<file path="src/rtl/video_pkg.sv">
// Shared types and constants for the video test-pattern transmitter.
package video_pkg;

  localparam int unsigned CNT_W = 11;
  localparam int unsigned RGB_W = 24;

  typedef enum logic [1:0] {
    ST_IDLE  = 2'd0,
    ST_RUN   = 2'd1,
    ST_DRAIN = 2'd2
  } state_t;

  typedef enum logic [1:0] {
    PAT_BARS  = 2'd0,
    PAT_RAMP  = 2'd1,
    PAT_CHECK = 2'd2,
    PAT_SOLID = 2'd3
  } pattern_t;

  // Colour bars, left to right: white, yellow, cyan, green, magenta, red, blue, black
  localparam logic [RGB_W-1:0] BAR_TABLE [8] = '{
    24'hFFFFFF, 24'hFFFF00, 24'h00FFFF, 24'h00FF00,
    24'hFF00FF, 24'hFF0000, 24'h0000FF, 24'h000000
  };

endpackage

</file>
<file path="src/rtl/pattern_gen.sv">
// Combinational pixel colour generator for the four test patterns.
module pattern_gen
  import video_pkg::*;
#(
  parameter int unsigned H_ACTIVE = 1280
) (
  input  logic [CNT_W-1:0] x,
  input  logic [CNT_W-1:0] y,
  input  logic [1:0]       pat,
  input  logic [RGB_W-1:0] solid,
  output logic [RGB_W-1:0] rgb_c
);

  localparam int unsigned BAR_W = H_ACTIVE / 8;

  logic [RGB_W-1:0] bar_rgb;
  logic             bar_hit;
  logic             unused_y;

  // Only the checkerboard cell bit of y matters
  assign unused_y = ^{y[CNT_W-1:4], y[2:0]};

  // Bar lookup: first constant boundary above x wins; remainder pixels stay black
  always_comb begin
    bar_rgb = '0;
    bar_hit = 1'b0;
    for (int unsigned i = 0; i < 8; i++) begin
      if (!bar_hit && (32'(x) < BAR_W * (i + 1))) begin
        bar_rgb = BAR_TABLE[3'(i)];
        bar_hit = 1'b1;
      end
    end
  end

  // Pattern select
  always_comb begin
    rgb_c = '0;
    case (pattern_t'(pat))
      PAT_BARS:  rgb_c = bar_rgb;
      PAT_RAMP:  rgb_c = {3{x[7:0]}};
      PAT_CHECK: rgb_c = (x[3] ^ y[3]) ? '0 : '1;
      PAT_SOLID: rgb_c = solid;
      default:   rgb_c = '0;
    endcase
  end

endmodule

</file>
<file path="src/rtl/video_pattern_tx.sv">
// Video timing generator with selectable test pattern and registered outputs.
module video_pattern_tx
  import video_pkg::*;
#(
  parameter int unsigned H_ACTIVE = 1280,
  parameter int unsigned H_FP     = 110,
  parameter int unsigned H_SYNC   = 40,
  parameter int unsigned H_BP     = 220,
  parameter int unsigned V_ACTIVE = 720,
  parameter int unsigned V_FP     = 5,
  parameter int unsigned V_SYNC   = 5,
  parameter int unsigned V_BP     = 20
) (
  input  logic        clk,
  input  logic        rst_n,
  input  logic        en,
  input  logic [1:0]  pattern_sel,
  input  logic [23:0] solid_rgb,
  output logic        de_out,
  output logic        hsync_out,
  output logic        vsync_out,
  output logic [23:0] pixel_out,
  output logic [10:0] x_out,
  output logic [10:0] y_out,
  output logic        frame_start
);

  localparam int unsigned H_TOTAL  = H_ACTIVE + H_FP + H_SYNC + H_BP;
  localparam int unsigned V_TOTAL  = V_ACTIVE + V_FP + V_SYNC + V_BP;
  localparam int unsigned HS_START = H_ACTIVE + H_FP;
  localparam int unsigned HS_END   = HS_START + H_SYNC;
  localparam int unsigned VS_START = V_ACTIVE + V_FP;
  localparam int unsigned VS_END   = VS_START + V_SYNC;

  state_t           state_q, state_d;
  logic [CNT_W-1:0] h_cnt, v_cnt;
  logic [1:0]       pat_q;
  logic [RGB_W-1:0] solid_q;

  logic             h_last_c, v_last_c, frame_wrap_c, origin_c;
  logic [1:0]       pat_use_c;
  logic [RGB_W-1:0] solid_use_c, rgb_c;
  logic             active_c, de_c, hs_c, vs_c, fs_c;
  logic [CNT_W-1:0] x_c, y_c;
  logic [RGB_W-1:0] pix_c;

  assign h_last_c     = (h_cnt == CNT_W'(H_TOTAL - 1));
  assign v_last_c     = (v_cnt == CNT_W'(V_TOTAL - 1));
  assign frame_wrap_c = h_last_c && v_last_c;
  assign origin_c     = (h_cnt == '0) && (v_cnt == '0);

  // At the frame origin the live selection applies immediately and is latched for the frame
  assign pat_use_c   = origin_c ? pattern_sel : pat_q;
  assign solid_use_c = origin_c ? solid_rgb   : solid_q;

  pattern_gen #(
    .H_ACTIVE (H_ACTIVE)
  ) u_pattern_gen (
    .x     (h_cnt),
    .y     (v_cnt),
    .pat   (pat_use_c),
    .solid (solid_use_c),
    .rgb_c (rgb_c)
  );

  // State register
  always_ff @(posedge clk or negedge rst_n) begin
    if (!rst_n) state_q <= ST_IDLE;
    else        state_q <= state_d;
  end

  // Next state: DRAIN finishes the frame unless en comes back
  always_comb begin
    state_d = state_q;
    case (state_q)
      ST_IDLE:  if (en) state_d = ST_RUN;
      ST_RUN:   if (!en) state_d = frame_wrap_c ? ST_IDLE : ST_DRAIN;
      ST_DRAIN: begin
        if (en)                state_d = ST_RUN;
        else if (frame_wrap_c) state_d = ST_IDLE;
      end
      default:  state_d = ST_IDLE;
    endcase
  end

  // Output next values from current counters (registered one clock later)
  always_comb begin
    active_c = (state_q != ST_IDLE);
    de_c     = active_c && (h_cnt < CNT_W'(H_ACTIVE)) && (v_cnt < CNT_W'(V_ACTIVE));
    hs_c     = active_c && (h_cnt >= CNT_W'(HS_START)) && (h_cnt < CNT_W'(HS_END));
    vs_c     = active_c && (v_cnt >= CNT_W'(VS_START)) && (v_cnt < CNT_W'(VS_END));
    fs_c     = de_c && origin_c;
    x_c      = de_c ? h_cnt : '0;
    y_c      = de_c ? v_cnt : '0;
    pix_c    = de_c ? rgb_c : '0;
  end

  // Raster counters, held at the origin while idle
  always_ff @(posedge clk or negedge rst_n) begin
    if (!rst_n) begin
      h_cnt <= '0;
      v_cnt <= '0;
    end else if (state_q == ST_IDLE || state_d == ST_IDLE) begin
      h_cnt <= '0;
      v_cnt <= '0;
    end else if (h_last_c) begin
      h_cnt <= '0;
      v_cnt <= v_last_c ? '0 : v_cnt + CNT_W'(1);
    end else begin
      h_cnt <= h_cnt + CNT_W'(1);
    end
  end

  // Pattern latch, only updated at the frame origin
  always_ff @(posedge clk or negedge rst_n) begin
    if (!rst_n) begin
      pat_q   <= '0;
      solid_q <= '0;
    end else if (origin_c) begin
      pat_q   <= pattern_sel;
      solid_q <= solid_rgb;
    end
  end

  // Output registers
  always_ff @(posedge clk or negedge rst_n) begin
    if (!rst_n) begin
      de_out      <= 1'b0;
      hsync_out   <= 1'b0;
      vsync_out   <= 1'b0;
      frame_start <= 1'b0;
      x_out       <= '0;
      y_out       <= '0;
      pixel_out   <= '0;
    end else begin
      de_out      <= de_c;
      hsync_out   <= hs_c;
      vsync_out   <= vs_c;
      frame_start <= fs_c;
      x_out       <= x_c;
      y_out       <= y_c;
      pixel_out   <= pix_c;
    end
  end

endmodule

</file>
<file path="config.mk">
export PLATFORM = sky130hd
export DESIGN_NAME = video_pattern_tx
export DESIGN_NICKNAME = d
export VERILOG_FILES = /design/src/rtl/video_pkg.sv /design/src/rtl/pattern_gen.sv /design/src/rtl/video_pattern_tx.sv
export SDC_FILE = /design/constraint.sdc
export NUM_CORES = 1
export LEC_CHECK = 0
export CORE_MARGIN = 10
export CORE_UTILIZATION = 55
export CTS_BUF_LIST = sky130_fd_sc_hd__clkbuf_8
export CTS_CLUSTER_DIAMETER = 40
export DETAILED_ROUTE_END_ITERATION = 16
export PLACE_DENSITY = 0.85
export SYNTH_ARGS = -nofsm -noshare
export SYNTH_HDL_FRONTEND = slang
export SYNTH_SLANG_ARGS = --single-unit
</file>
<file path="constraint.sdc">
create_clock -name clk -period 2.8 [get_ports clk]
set_input_delay 0.56 -clock clk [delete_from_list [all_inputs] [get_ports clk]]
set_output_delay 0.56 -clock clk [all_outputs]
set_load 0.02 [all_outputs]
</file>
=== After elaboration in Yosys (flattened, before gate mapping) ===
Index checks and enable logic that the tools add are counted.

* Word-level logic and storage cells: 100
* Output and inout port bits: 50
* Bits in registers: 100

* Reductions and logical operators: 31
* Mux-type cells: 33
* Bitwise operators: 1
* $lt $le $gt $ge: 14
* Add/subtract/negate cells: 2
* Equality and inequality tests: 7

{| class="wikitable"
|+ Operator list
! kind !! number
|-
| $mux 24 || 11
|-
| $pmux 24 s4 || 1
|-
| $mux 11 || 7
|-
| $lt 11x10->1 const B || 5
|-
| $lt 11x11->1 const B || 4
|-
| $add 11x1->11 const B || 2
|-
| $logic_not 11->1 || 2
|-
| $lt 11x9->1 const B || 2
|-
| $logic_and 1x1->1 || 16
|-
| $mux 2 || 6
|-
| $eq 11x10->1 const B || 1
|-
| $eq 11x11->1 const B || 1
|-
| $ge 11x10->1 const B || 1
|-
| $ge 11x11->1 const B || 1
|-
| $lt 11x8->1 const B || 1
|-
| $logic_not 1->1 || 7
|-
| $mux 1 || 7
|-
| $eq 2x2->1 const B || 3
|-
| $logic_not 2->1 || 3
|-
| $pmux 2 s3 || 1
|-
| $eq 2x1->1 const B || 2
|-
| $reduce_bool 2->1 || 2
|-
| $logic_or 1x1->1 || 1
|-
| $xor 1x1->1 || 1
|}

=== Longest topological paths before layout ===
Gate-level depths: netlist of run 1.

* Word-level depth: 25
* Gate-level depth with buffers: 9
* Mapped depth without buffers: 8

=== By module ===
A second synthesis of run 1 with hierarchy kept.

* Cell total of the unflattened synthesis: 426
* Area, all modules: 4650.7 um^2

{| class="wikitable"
|+ By module, submodules not included
! module !! cells an instance !! times used !! area each (um^2)
|-
| video_pattern_tx || 320 || 1 || 3973.8
|-
| pattern_gen || 106 || 1 || 676.9
|}

=== Worst setup path after synthesis of run 1 ===
Ideal clock, no wire load.

* Kind: reg-to-reg
* From: reg h_cnt[2]
* To: reg pixel_out[11]
* Slack: 657 ps
* Data arrival time: 2024 ps
* Stages on the path, launching flop included: 8
* Path through: dfrtp_1 buf_6 nor4_1 nand3_1 nor2_2 mux2_2 o21a_1 o21a_1

* Word-level cells in the longest chain between the ends: 25

{| class="wikitable"
|+ RTL lines
! what !! line !! text
|-
| start, declared || video_pattern_tx.sv:36 || <nowiki>logic [CNT_W-1:0] h_cnt, v_cnt;</nowiki>
|-
| start signal, assigned || video_pattern_tx.sv:110 || <nowiki>h_cnt <= h_cnt + CNT_W'(1);</nowiki>
|-
| $lt 11x8->1 || pattern_gen.sv:28 || <nowiki>if (!bar_hit && (32'(x) < BAR_W * (i + 1))) begin</nowiki>
|-
| $mux 1 || pattern_gen.sv:28 ||
|-
| $logic_not 1->1 || pattern_gen.sv:28 ||
|-
| $logic_and 1x1->1 || pattern_gen.sv:28 ||
|-
| $mux 1 || pattern_gen.sv:28 ||
|-
| $logic_not 1->1 || pattern_gen.sv:28 ||
|-
| $logic_and 1x1->1 || pattern_gen.sv:28 ||
|-
| $mux 1 || pattern_gen.sv:28 ||
|-
| (+10 left out) || n/a ||
|-
| $logic_and 1x1->1 || pattern_gen.sv:28 ||
|-
| $mux 1 || pattern_gen.sv:28 ||
|-
| $logic_not 1->1 || pattern_gen.sv:28 ||
|-
| $logic_and 1x1->1 || pattern_gen.sv:28 ||
|-
| $mux 24 || pattern_gen.sv:28 ||
|-
| $pmux 24 s4 || pattern_gen.sv:38 || <nowiki>case (pattern_t'(pat))</nowiki>
|-
| $mux 24 * || video_pattern_tx.sv:95 || <nowiki>pix_c = de_c ? rgb_c : '0;</nowiki>
|-
| net pix_c[11] || video_pattern_tx.sv:45 || <nowiki>logic [RGB_W-1:0] pix_c;</nowiki>
|-
| end signal, assigned || video_pattern_tx.sv:142 || <nowiki>pixel_out <= pix_c;</nowiki>
|-
| end, declared || video_pattern_tx.sv:22 || <nowiki>output logic [23:0] pixel_out,</nowiki>
|}

Mark *: on every way through the listed nets, which the timed path passes. The rest lies on a longest branch.
A chain may end at the register's enable or synchronous reset.

=== Final worst setup path of run 1 ===
* From: reg h_cnt[6]
* To: reg pixel_out[16]

Same word-level chain as after synthesis.

==> run_results.csv, run 1 <==
group,metric,value,unit
clocking,htree_levels,3,
placement,dp_cells,681,
pwr,ir_drop,0.000613,V
setup_path,worstSetupPathType,"reg2reg",
sta,hold_viol,0,
synth,synth_area_leaders,"dfrtp_1 53%, nand2_1 8.2%, nand3_1 4.5%",
synth,avgSynthCellArea,9.37,um^2
synth,synth_top_area_share,52.9,%
placement,portBuffers,78,
run_status,status,"complete, no violations",
setup_path,slowest_delay,0.58,ns
setup_path,critPathArrivalTime,2.72,ns
sta,setup_viol,0,
drt,ant_nets,0,
synth,synthesis.nets,540,
setup_path,r2r_setup_slack,0.32,ns
drt,first_pass_iters,5,
drt,wl_per_cell,17.8,um
setup_path,critPathBufInv,0,
global_route,grt_pass1_vias,4017,
layout,fillers,614,
placement,place_ws,0.300,ns
setup_path,cp-start-kind,"flip-flop",
drt,post-route-drc-count,0,
drt,wirelength,12400,um
synth,ys_async_sr_fraction,100,%
global_route,grt_use_total,19.4,%
sta,period_share,88.6,%
synth,netlist_area,0.00473,mm^2
setup_path,critPathCapture,"pixel_out[16]$_DFF_PN0_",
pwr,powerDensity,826,mW/mm^2
synth,yosysSeqAreaShare,52.9,%
synth,synth_seq_cells,100,
global_route,grt_max_degree,46,
synth,synth_edf_count,0,
die,io_pins,79,
setup_path,cp_top_family,"simple AND/OR/NAND/NOR gates",
flow_run,drv_cap,0,
drt,drt-initial-drc-count,304,
setup_path,crit_chain,"nor2_1, nand4_1, or4_4, a32oi_2, a21boi_2, a21boi_1",
sta,slew_viol_final,0,
min_path,min-delay-path-class,"in2async",
global_route,grt_pass1_wl,20600,um
synth,yosysWarningCount,0,
setup_path,r2r-start,"h_cnt[6]$_DFF_PN0_",
setup_path,reg2reg_depth,6,
layout,area_delta_synth_final,25.2,%
synth,synth_top_area_cell,"dfrtp_1",
layout,layout_commonest_cell,"nand2_1",
die,dieArea,0.0127,mm^2
setup_path,r2r_end,"pixel_out[16]$_DFF_PN0_",
setup_path,cp_max_fo,13,
sta,finalSetupTns,0,ns
sta,tightest_slew,0.610,ns
clocking,cts_tree,"done",
layout,drive_gt1_share,9.46,%
clocking,ctsHoldBuffers,0,
clocking,cts_buffers,9,
synth,netlist_instances,505,
synth,synthDistinctLibCells,55,
die,die_h,113,um
clocking,cts.sink_count,100,
clocking,path_clk_slew,0.10,ns
global_route,grt_overflow_total,0,
placement,routabilityCongestion,0.918,
pwr,p_leak,0.00273,uW
sta,setup_slack,0.318,ns
sta,rsz0062_at_grt,"false",
layout,antenna_cells,0,
sta,clock.fmax,0.403,GHz
layout,final_cell_mix,"104 x nand2_1, 100 x dfrtp_1, 77 x clkdlybuf4s50_1",
placement,place_area,0.00571,mm^2
global_route,antenna_found_initial,0,
synth,yosys_most_used_dff,"dfrtp_1",
setup_path,cp_num_cells,6,
setup_path,critical-path-slowest-cell,"or4_4",
setup_path,required,3.04,ns
sta,clock_skew,0.0124,ns
die,start_util,57.0,%
clocking,clock-root-buffer,"clkbuf_8",
layout,fin_nets,622,
clocking,clk_path_buf_depth,2,
sta,hold_slack,0.187,ns
drt,post_drt_via_cell_ratio,5.72,
die,rows,33,
die,die_w,113,um
die,fp.coreArea,0.00830,mm^2
layout,fin_area,0.00592,mm^2
placement,post-dp-hpwl,8960,um
layout,final_cells,697,
setup_path,cp-end-kind,"flip-flop",
sta,relSlewSlack,59.0,%
sta,period_minus_slack,2.48,ns
drt,dr_total_vias,3989,
setup_path,startpoint,"h_cnt[6]$_DFF_PN0_",
clocking,insertion_delay,0.36,ns
## where the power goes
| group | leakage (uW) | internal (uW) | switching, uW | total [uW] |
|---|---|---|---|---|
| Combinational | 0.00132 | 808 | 1130 | 1940 |
| Clock | 0.000104 | 438 | 499 | 937 |
| Sequential | 0.00130 | 1820 | 200 | 2020 |
## worst reg2reg max path, stage by stage, from the launching register on
cell and delay, ns:
dfrtp_1 0.53, nor2_1 0.31, nand4_1 0.33, or4_4 0.58, a32oi_2 0.23, a21boi_2 0.20
a21boi_1 0.19
## kinds of logic after synthesis
group / count (synthesis) / synth area share [%]
xor+xnor: 15 / 2.78
fa+ha+maj: 6 / 1.59
simple gates: 259 / 26.6
flops: 100 / 52.9
mux: 3 / 0.766
other cells: 1 / 0.0792
compound gates: 84 / 12.1
buf+inv: 37 / 3.23
## cell type report
| class | count | area (um^2) | share of cell area [%] |
|---|---|---|---|
| Timing Repair Buffer | 100 | 968 | 16.3 |
| Clock inverter | 6 | 63.8 | 1.08 |
| Clock buffer | 10 | 138 | 2.32 |
| Tap cell | 105 | 131 | 2.22 |
| Multi-Input combinational cell | 368 | 2090 | 35.3 |
| Sequential cell | 100 | 2500 | 42.2 |
| Inverter | 8 | 30.0 | 0.507 |
## how the worst min path moves through the flow
stage,start,to,slack [ns]
4_1_cts,rst_n,x_out[10]$_DFF_PN0_,0.20
3_3_place_gp,solid_q[16]$_DFF_PN0_,solid_q[16]$_DFF_PN0_,0.44
6_report,rst_n,x_out[10]$_DFF_PN0_,0.19
2_1_floorplan,rst_n,de_out$_DFF_PN0_,0.26
5_1_grt,rst_n,x_out[10]$_DFF_PN0_,0.22
3_5_place_dp,solid_q[17]$_DFF_PN0_,solid_q[17]$_DFF_PN0_,0.45
## stage by stage
stage | utilization, % | power (uW)
after detailed placement | 68.8 | 3960
final | 71.4 | 4890
after global routing | 71.4 | 5180
after CTS | 71.2 | 4890
after floorplan | - | 3160
after global placement | 68.8 | 3910
## state kept, by name, summed over array words and instances, names as in the netlist
| name | count |
|---|---|
| pat_q | 2 |
| hsync_out | 1 |
| frame_start | 1 |
| solid_q | 24 |
| pixel_out | 24 |
| x_out | 11 |
| v_cnt | 11 |
| state_q | 2 |
| de_out | 1 |
| y_out | 11 |
| vsync_out | 1 |
| h_cnt | 11 |
## metal layers
layer,share of wire [%],vias up,global-route usage [%]
met2,46,188,30.1
met1,44,1910,26.0
li1,-,1873,-
met3,8.7,18,5.86
met4,1.3,0,5.08
met5,0,-,0
## synth_stat cells (2+ instances only)
library cell and number:
nand2_1 104, dfrtp_1 100, nand3_1 43, nor2_1 31
and2_1 24, clkbuf_1 21, o21a_1 19, a21oi_1 16
o21ai_0 13, and3_1 11, xnor2_1 9, a31oi_1 8
inv_1 8, nand2b_1 8, ha_1 6, or3_1 6
xor2_1 6, buf_2 5, nand4_1 5, nor3_1 5
a21boi_1 4, nor2b_1 4, a21boi_0 3, a21boi_2 3
a21o_1 3, a31o_2 3, nor4_1 3, o31ai_1 3
and4_1 2, buf_1 2, o21ai_1 2, or4_4 2
## what timing repair did
action | 4_1_cts | 5_1_grt
endpoints found under the hold margin | 0 | 0
endpoints found under the setup margin | 0 | 6
resized for setup | 0 | 2
setup buffers | 0 | 0
No activity file was read; power rests on OpenSTA's default activity.
==> run 2, diff against run 1 <==
--- a/config.mk
+++ b/config.mk
@@ -6,11 +6,11 @@
 export NUM_CORES = 1
 export LEC_CHECK = 0
 export CORE_MARGIN = 10
-export CORE_UTILIZATION = 55
+export CORE_UTILIZATION = 57
 export CTS_BUF_LIST = sky130_fd_sc_hd__clkbuf_8
 export CTS_CLUSTER_DIAMETER = 40
 export DETAILED_ROUTE_END_ITERATION = 16
-export PLACE_DENSITY = 0.85
+export PLACE_DENSITY = 0.88
 export SYNTH_ARGS = -nofsm -noshare
 export SYNTH_HDL_FRONTEND = slang
 export SYNTH_SLANG_ARGS = --single-unit
==> constraint.sdc (replaced) <==
create_clock -name clk -period 2.95 [get_ports clk]
set_input_delay 0.59 -clock clk [delete_from_list [all_inputs] [get_ports clk]]
set_output_delay 0.59 -clock clk [all_outputs]
set_load 0.02 [all_outputs]
==> run 2 against run 1 <==
Compared with the run above: flip-flop and latch count unchanged; worst setup slack better by 0.056 ns; core utilization up 0.66 points; non-clock buffer count down 7; cell count down 1.0%; critical path depth up 1; hold slack better by 0.050 ns.
==> run_results.csv, run 2 (synthesis results as in run 1) <==
group,metric,value,unit
layout,regArea,0.00250,mm^2
sta,hold_slack,0.237,ns
setup_path,reg2reg_depth,7,
placement,post-dp-hpwl,8710,um
run_status,status,"complete, no violations",
placement,portBuffers,78,
sta,clock.fmax,0.388,GHz
sta,finalSetupTns,0,ns
drt,wl_per_cell,17.6,um
sta,period_minus_slack,2.58,ns
clocking,cts_tree,"done",
drt,dr_total_vias,4018,
layout,drive_gt1_share,8.03,%
sta,hold_viol,0,
clocking,cts_setup_buffers,0,
drt,wirelength,12200,um
pwr,powerDensity,794,mW/mm^2
layout,layout_commonest_cell,"nand2_1",
global_route,antenna_found_initial,0,
flow_run,drv_cap,0,
clocking,htree_levels,3,
die,die_h,111,um
die,die_w,111,um
pwr,p_leak,0.00269,uW
drt,drt-initial-drc-count,466,
global_route,grt_max_degree,54,
sta,relSlewSlack,41.3,%
drt,first_pass_iters,5,
min_path,min-delay-path-class,"in2async",
layout,multiInputGateArea,0.00208,mm^2
placement,routabilityCongestion,0.940,
sta,setup_viol,0,
drt,ant_nets,0,
setup_path,required,3.20,ns
global_route,grt_use_total,19.3,%
setup_path,r2r_setup_slack,0.37,ns
global_route,grt_pass1_vias,3940,
sta,period_share,87.3,%
layout,antenna_cells,0,
setup_path,critPathArrivalTime,2.82,ns
clocking,path_clk_slew,0.09,ns
layout,top_regs,"pixel_out: 24 flops, solid_q: 24 flops",
die,fp.coreArea,0.00813,mm^2
setup_path,r2r_end,"pixel_out[11]$_DFF_PN0_",
pwr,ir_drop,0.000525,V
setup_path,r2r-start,"h_cnt[2]$_DFF_PN0_",
die,io_pins,79,
layout,fillers,611,
clocking,clock-root-buffer,"clkbuf_8",
clocking,ctsHoldBuffers,0,
global_route,grt_overflow_total,0,
layout,final_cell_mix,"104 x nand2_1, 100 x dfrtp_1, 77 x clkdlybuf4s50_1",
drt,post-route-drc-count,0,
drt,post_drt_via_cell_ratio,5.82,
layout,area_delta_synth_final,23.8,%
die,rows,33,
sta,clock_skew,0.0123,ns
setup_path,cp-start-kind,"flip-flop",
clocking,cts_resized,0,
sta,slew_viol_final,0,
setup_path,cp-end-kind,"flip-flop",
clocking,cts.sink_count,100,
setup_path,startpoint,"h_cnt[2]$_DFF_PN0_",
die,start_util,58.2,%
global_route,grt_pass1_wl,19900,um
layout,fin_nets,615,
clocking,cts_buffers,9,
setup_path,worstSetupPathType,"reg2reg",
sta,rsz0062_at_grt,"false",
setup_path,cp_max_fo,19,
sta,tightest_slew,0.881,ns
clocking,clk_path_buf_depth,2,
die,dieArea,0.0123,mm^2
clocking,insertion_delay,0.36,ns
run 2: cell count changes in the layout (fill, tap and decap cells not counted):
| cell | delta |
|---|---|
| nor4_2 | -2 |
| clkbuf_8 | -1 |
| nor4_1 | +2 |
| clkinv_2 | +1 |
| buf_12 | -1 |
| clkinvlp_4 | -1 |
| bufinv_16 | +1 |
| buf_4 | -6 |
run 2: per-stage QoR:
step / std cells / util [%] / worst slack, ns / instance area (um^2) / power, uW
after floorplan: 505 / - / 0.807 / 4730 / 3000
after global placement: 674 / 69.4 / 0.547 / 5650 / 3670
after detailed placement: 674 / 69.4 / 0.495 / 5650 / 3730
after CTS: 690 / 72.1 / 0.459 / 5860 / 4660
after global routing: 690 / 72.1 / 0.149 / 5860 / 4950
final: 690 / 72.1 / 0.374 / 5860 / 4650
run 2: where the power goes:
| part | switching [uW] | internal, uW |
|---|---|---|
| clock network | 458 | 476 |
| logic | 1060 | 733 |
| registers | 204 | 1720 |
| total | 1720 | 2930 |
run 2: how the worst max path moves through the flow:
stage / to / cells after the start
2_1_floorplan: pixel_out[11]$_DFF_PN0_ / 7
3_3_place_gp: pixel_out[11]$_DFF_PN0_ / 7
3_5_place_dp: pixel_out[11]$_DFF_PN0_ / 7
4_1_cts: pixel_out[11]$_DFF_PN0_ / 7
5_1_grt: pixel_out[11]$_DFF_PN0_ / 7
6_report: pixel_out[11]$_DFF_PN0_ / 7
run 2: metal layers:
metal,GRT usage [%],part of all wire (%)
met1,24.1,42
met2,31.5,49
met3,5.84,7.8
met4,5.66,1.5
met5,0,0
run 2: final cells by class:
class	instances	area share, %
repair buffers	93	15.4
well taps	105	2.24
inverters	8	0.512
multi-input cells	368	35.5
flip-flops and latches	100	42.7
clock inverters	7	1.56
clock buffers	9	2.11
run 2: critical path, stage by stage, from the launching register on:
cell and delay [ns]:
dfrtp_1 0.49, nor4_1 0.57, nand3_1 0.25, nor2_2 0.25, buf_4 0.28, mux2i_1 0.32
a21oi_1 0.11, o21a_1 0.19
